===== src/rtl/projectile_pool.sv =====
// Purpose: pool of N_SLOTS upward-moving projectiles with fire-edge launch, cooldown, kill and per-pixel hit query.
// Latency: launch, movement, kill and derived outputs one cycle after the event; pixel hit one cycle after the pixel.
// Backpressure: none; tick, fire and kill are consumed in the cycle presented, rejected fire edges are dropped.
module projectile_pool #(
  parameter int N_SLOTS  = 8,
  parameter int X_W      = 10,
  parameter int Y_W      = 9,
  parameter int STEP     = 5,
  parameter int PROJ_W   = 4,
  parameter int PROJ_H   = 8,
  parameter int X_OFFSET = 8,
  parameter int COOLDOWN = 16,
  localparam int IDX_W   = (N_SLOTS > 1) ? $clog2(N_SLOTS) : 1,
  localparam int CNT_W   = $clog2(N_SLOTS + 1)
) (
  input  logic               iVGA_CLK,
  input  logic               iRST_n,
  input  logic               tick,
  input  logic               fire,
  input  logic [X_W-1:0]     origin_x,
  input  logic [Y_W-1:0]     origin_y,
  input  logic               kill_valid,
  input  logic [IDX_W-1:0]   kill_idx,
  input  logic [X_W-1:0]     pixel_x,
  input  logic [Y_W-1:0]     pixel_y,
  output logic               pixel_hit,
  output logic [IDX_W-1:0]   pixel_hit_idx,
  output logic [N_SLOTS-1:0] active_mask,
  output logic [CNT_W-1:0]   active_count,
  output logic               pool_full,
  output logic               fire_accepted
);

  localparam int CD_W = (COOLDOWN > 0) ? $clog2(COOLDOWN + 1) : 1;

  logic [N_SLOTS-1:0] active_q, active_d;
  logic [X_W-1:0]     x_q [N_SLOTS];
  logic [X_W-1:0]     x_d [N_SLOTS];
  logic [Y_W-1:0]     y_q [N_SLOTS];
  logic [Y_W-1:0]     y_d [N_SLOTS];
  logic [CD_W-1:0]    cd_q, cd_d;
  logic               fire_q;
  logic               fire_acc_q;
  logic               hit_q, hit_d;
  logic [IDX_W-1:0]   hit_idx_q, hit_idx_d;
  logic [CNT_W-1:0]   count_q, count_d;
  logic               full_q;

  logic               fire_edge;
  logic               free_found;
  logic [IDX_W-1:0]   free_idx;
  logic               launch;

  assign fire_edge = fire & ~fire_q;
  assign launch    = fire_edge && (cd_q == '0) && free_found;

  // Lowest-index free slot from the state at the start of the cycle.
  always_comb begin
    free_found = 1'b0;
    free_idx   = '0;
    for (int s = N_SLOTS - 1; s >= 0; s--) begin
      if (!active_q[s]) begin
        free_found = 1'b1;
        free_idx   = IDX_W'(s);
      end
    end
  end

  // Slot next state: move/retire on tick, kill overrides, then launch into the free slot.
  always_comb begin
    active_d = active_q;
    x_d      = x_q;
    y_d      = y_q;
    for (int s = 0; s < N_SLOTS; s++) begin
      if (active_q[s]) begin
        if (tick) begin
          if ({1'b0, y_q[s]} >= (Y_W+1)'(STEP)) y_d[s] = y_q[s] - Y_W'(STEP);
          else                                  active_d[s] = 1'b0;
        end
        if (kill_valid && (kill_idx == IDX_W'(s))) begin
          active_d[s] = 1'b0;
          y_d[s]      = y_q[s];
        end
      end else if (launch && (free_idx == IDX_W'(s))) begin
        active_d[s] = 1'b1;
        x_d[s]      = origin_x + X_W'(X_OFFSET);
        y_d[s]      = origin_y;
      end
    end
  end

  // Cooldown: a launch reloads it, otherwise it counts down on ticks until zero.
  always_comb begin
    cd_d = cd_q;
    if (launch)                    cd_d = CD_W'(COOLDOWN);
    else if (tick && cd_q != '0)   cd_d = cd_q - CD_W'(1);
  end

  // Pixel overlap against live slots; upper bounds carry one extra bit so edge slots don't wrap.
  always_comb begin
    hit_d     = 1'b0;
    hit_idx_d = '0;
    for (int s = N_SLOTS - 1; s >= 0; s--) begin
      if (active_q[s] &&
          (pixel_x >= x_q[s]) && ({1'b0, pixel_x} < ({1'b0, x_q[s]} + (X_W+1)'(PROJ_W))) &&
          (pixel_y >= y_q[s]) && ({1'b0, pixel_y} < ({1'b0, y_q[s]} + (Y_W+1)'(PROJ_H)))) begin
        hit_d     = 1'b1;
        hit_idx_d = IDX_W'(s);
      end
    end
  end

  // Population count of the post-update live mask.
  always_comb begin
    count_d = '0;
    for (int s = 0; s < N_SLOTS; s++) count_d = count_d + CNT_W'(active_d[s]);
  end

  // State and registered outputs.
  always_ff @(posedge iVGA_CLK or negedge iRST_n) begin
    if (!iRST_n) begin
      active_q   <= '0;
      cd_q       <= '0;
      fire_q     <= 1'b0;
      fire_acc_q <= 1'b0;
      hit_q      <= 1'b0;
      hit_idx_q  <= '0;
      count_q    <= '0;
      full_q     <= 1'b0;
      for (int s = 0; s < N_SLOTS; s++) begin
        x_q[s] <= '0;
        y_q[s] <= '0;
      end
    end else begin
      active_q   <= active_d;
      cd_q       <= cd_d;
      fire_q     <= fire;
      fire_acc_q <= launch;
      hit_q      <= hit_d;
      hit_idx_q  <= hit_idx_d;
      count_q    <= count_d;
      full_q     <= &active_d;
      for (int s = 0; s < N_SLOTS; s++) begin
        x_q[s] <= x_d[s];
        y_q[s] <= y_d[s];
      end
    end
  end

  assign pixel_hit     = hit_q;
  assign pixel_hit_idx = hit_idx_q;
  assign active_mask   = active_q;
  assign active_count  = count_q;
  assign pool_full     = full_q;
  assign fire_accepted = fire_acc_q;

endmodule


===== config.mk =====
export PLATFORM = sky130hd
export DESIGN_NAME = projectile_pool
export DESIGN_NICKNAME = d
export VERILOG_FILES = /design/src/rtl/projectile_pool.sv
export SDC_FILE = /design/constraint.sdc
export NUM_CORES = 1
export LEC_CHECK = 0
export BUFFER_PORTS_ARGS = -buffer_cell sky130_fd_sc_hd__buf_2
export CAP_MARGIN = 0
export CORE_MARGIN = 2
export CORE_UTILIZATION = 49
export DETAILED_ROUTE_END_ITERATION = 12
export PLACE_DENSITY = 0.68
export SLEW_MARGIN = 20
export SYNTH_ARGS = -nofsm -noshare
export SYNTH_HDL_FRONTEND = slang
export SYNTH_SLANG_ARGS = --single-unit
export TNS_END_PERCENT = 30

===== constraint.sdc =====
create_clock -name iVGA_CLK -period 4.8 [get_ports iVGA_CLK]
set_clock_uncertainty 0.2 [all_clocks]
set_input_delay 1.2 -clock iVGA_CLK [delete_from_list [all_inputs] [get_ports iVGA_CLK]]
set_output_delay 1.2 -clock iVGA_CLK [all_outputs]
set_load 0.02 [all_outputs]

==> out/results.ini <==
[run_status]
status=finished, final reports clean

[setup_path]
worstPathRequired_ns=4.94
max_stage_delay_ns=0.57
cp_max_fo=2
crit_path_end_kind=register
crit_start=kill_idx[2]
path_buf_inv=4
crit_path_cell_trace=buf_2, nand2b_1, or3_1, a21oi_1, a41o_1, o21ai_1, fa_1, inv_1, fa_1, inv_1, fa_1, ha_1, inv_1, fa_1, xnor2_1
reg2reg_from=y_q[57]
start_kind=primary input
crit_type=primary input to register
worst_path_max_delay_cell=fa_1
cp.arrival_ns=4.76
cp_top_family=adder cells
cpMostUsedCell=fa_1

[finish]
nets=2392
area_growth_syn_to_layout_pct=9.97
postLayoutCoreUtil_pct=54.5
drive_above_1_share_pct=8.43

[clocking]
post-cts-setup-buffers=0
h-tree-depth=4
clkTransAtPathRegs_ns=0.08
postCtsHoldBufs=0
cts_made_buffers=17
clock-sinks=176
cts_buffer_depth=2
cts_tree=done
cts_resized=0
clk_latency_ns=0.45
cts_root_buffer=clkbuf_16

[floorplanning]
fp-row-count=67
start_util_pct=49.6
io_pins=64
die_area_sq_mm=0.0353
core-area_sq_mm=0.0334
die_h_um=188
die_w_um=188

[yosys]
synth_top_area_share_pct=26.6
synth_commonest_cells=315 x ha_1, 209 x inv_1, 182 x o21ai_0, 176 x dfrtp_1, 156 x a21oi_1
syn_area_sq_mm=0.0165
synth_most_common_cell=ha_1
avgSynthCellArea_sq_um=8.48
synth_ff_type=dfrtp_1
yosysWarnings=0
synth.net_count=2317
synth_edf_count=0
ys_ff_latch=176
yosysSeqAreaShare_pct=26.6
synth.distinct_cells=73
yosysTopAreaCell=dfrtp_1
async_flop_share_pct=100
synth.top_cells.by_area=dfrtp_1 27%, ha_1 24%, o21ai_0 5.5%
syn_inst=1952

[placement]
globalplace.congestion=0.899
portBuffers=63
hpwl_um=35600

[global_routing]
gr-usage-all-layers_pct=28.2
antenna_found_initial=3
grt_pass1_wl_um=78100
grt_pass1_vias=14600
overflow=0
grt_max_degree=101

[routing]
avgViaCountPerCell=5.96
num_vias=14800
routedWlPerCell_um=19.6
final_antenna_net_count=0
drc=0
drt_iter0_drc=1054
wl_um=48800
drtPass1Iterations=5

[sta]
grt_setup_unrepaired=no
fmax_mhz=216
setup_violations=0
finalHoldViolations=0
layout_min_cycle_time_ns=4.63
worst_pin_slew_ns=0.916
final_max_slew_viol_count=0
period_share_pct=96.4
relSlewSlack_pct=39.0

[pwr]
p_leak_nw=8.36
ir_drop_uv=362
power_density_mw_per_mm2=388
p_total_mw=7.06

[hold_path]
min_from=x_q[8]
hold_class=register to register

[run]
max-cap-violations=0

[worst paths after layout]
kind / endpoint / slack (ns) / cells after the start
worst max-delay path: active_count[2] / 0.17 / 15
worst min-delay path: x_q[8] / 0.28 / 2
worst max register to register: active_count[2] / 0.22 / 15
worst min register to register: x_q[8] / 0.28 / 2
max in group asynchronous: x_q[52] / 2.87 / 2
min in group asynchronous: fire_accepted / 0.61 / 1
[metrics by stage]
step | TNS, ns | cells | area (sq um) | hold slack, ns | setup WS [ns]
2_1_floorplan | 0 | 1952 | 16600 | 0.250 | 0.0102
3_3_place_gp | -0.581 | 2456 | 17600 | 0.264 | -0.294
3_5_place_dp | -0.570 | 2456 | 17600 | 0.273 | -0.293
4_1_cts | 0 | 2488 | 18200 | 0.290 | 0.188
5_1_grt | 0 | 2490 | 18200 | 0.309 | 0.00272
6_report | 0 | 2490 | 18200 | 0.284 | 0.173
[layout by cell type, fill, tap and decap left out, types with 6 or more instances in the layout]
cell,instances
a2111oi_0,11
a211o_1,13
a211oi_1,19
a21o_1,24
a21oi_1,156
a221oi_1,8
a31oi_1,8
and3_1,13
and4_1,11
buf_2,62
buf_4,50
clkbuf_16,17
dfrtp_1,176
ha_1,315
inv_1,209
inv_6,7
mux2_2,14
mux2i_1,10
nand2_1,149
nand2b_1,27
nand3_1,108
nand4_1,24
nor2_1,82
nor2b_1,20
nor3_1,30
nor4_1,9
o2111ai_1,10
o211ai_1,16
o21a_1,21
o21ai_0,181
o221ai_1,6
o22a_1,6
o22ai_1,33
o31ai_1,11
xnor2_1,85
[final cells by class]
cell class,instances,area (sq um)
antenna,2,5.00
clock buffer,17,425
clock inverter,15,190
fill,3114,15200
inverter,209,785
multi-input combinational,1509,11100
sequential,176,4400
tap,448,561
timing repair buffer,114,719
[layer usage]
metal / share of wire, % / up-vias / global-route usage, %
met2: 47 / 446 / 47.1
met5: 0 / - / 0
met1: 44 / 7075 / 36.5
li1: - / 7209 / -
met4: 3.5 / 0 / 11.4
met3: 5.8 / 103 / 4.27
[tightest hold or removal path: stages (launching register included)]
cell and delay (ns):
dfrtp_1 0.34, nand2_1 0.04, o21ai_0 0.06
[power breakdown]
group | internal (mW) | leakage [nW] | switching (mW)
sequential | 1.82 | 2.20 | 0.437
combinational | 1.42 | 5.86 | 1.89
clock | 0.796 | 0.303 | 0.704
[state kept, by name, indices dropped and copies added (netlist names)]
| register | flops |
|---|---|
| pixel_hit | 1 |
| fire_q | 1 |
| y_q | 72 |
| pixel_hit_idx | 3 |
| cd_q | 5 |
| x_q | 80 |
| active_mask | 8 |
| fire_accepted | 1 |
| pool_full | 1 |
| active_count | 4 |
[cells by family (layout without fill, tap and decap cells)]
logic type                 after synthesis  count (layout)  share of synthesized area [%]
xor gates and xnor gates                90              90                           4.76
muxes                                   24              24                           1.56
adders and majority gates              319             319                           24.3
buffers and inverters                  267             355                           6.26
AOI/OAI and AO/OA                      569             569                           21.2
and+or+nand+nor                        507             507                           15.3
other                                    0               2                              0
DFF                                    176             176                           26.6
Power figures use the tool's default switching activity.
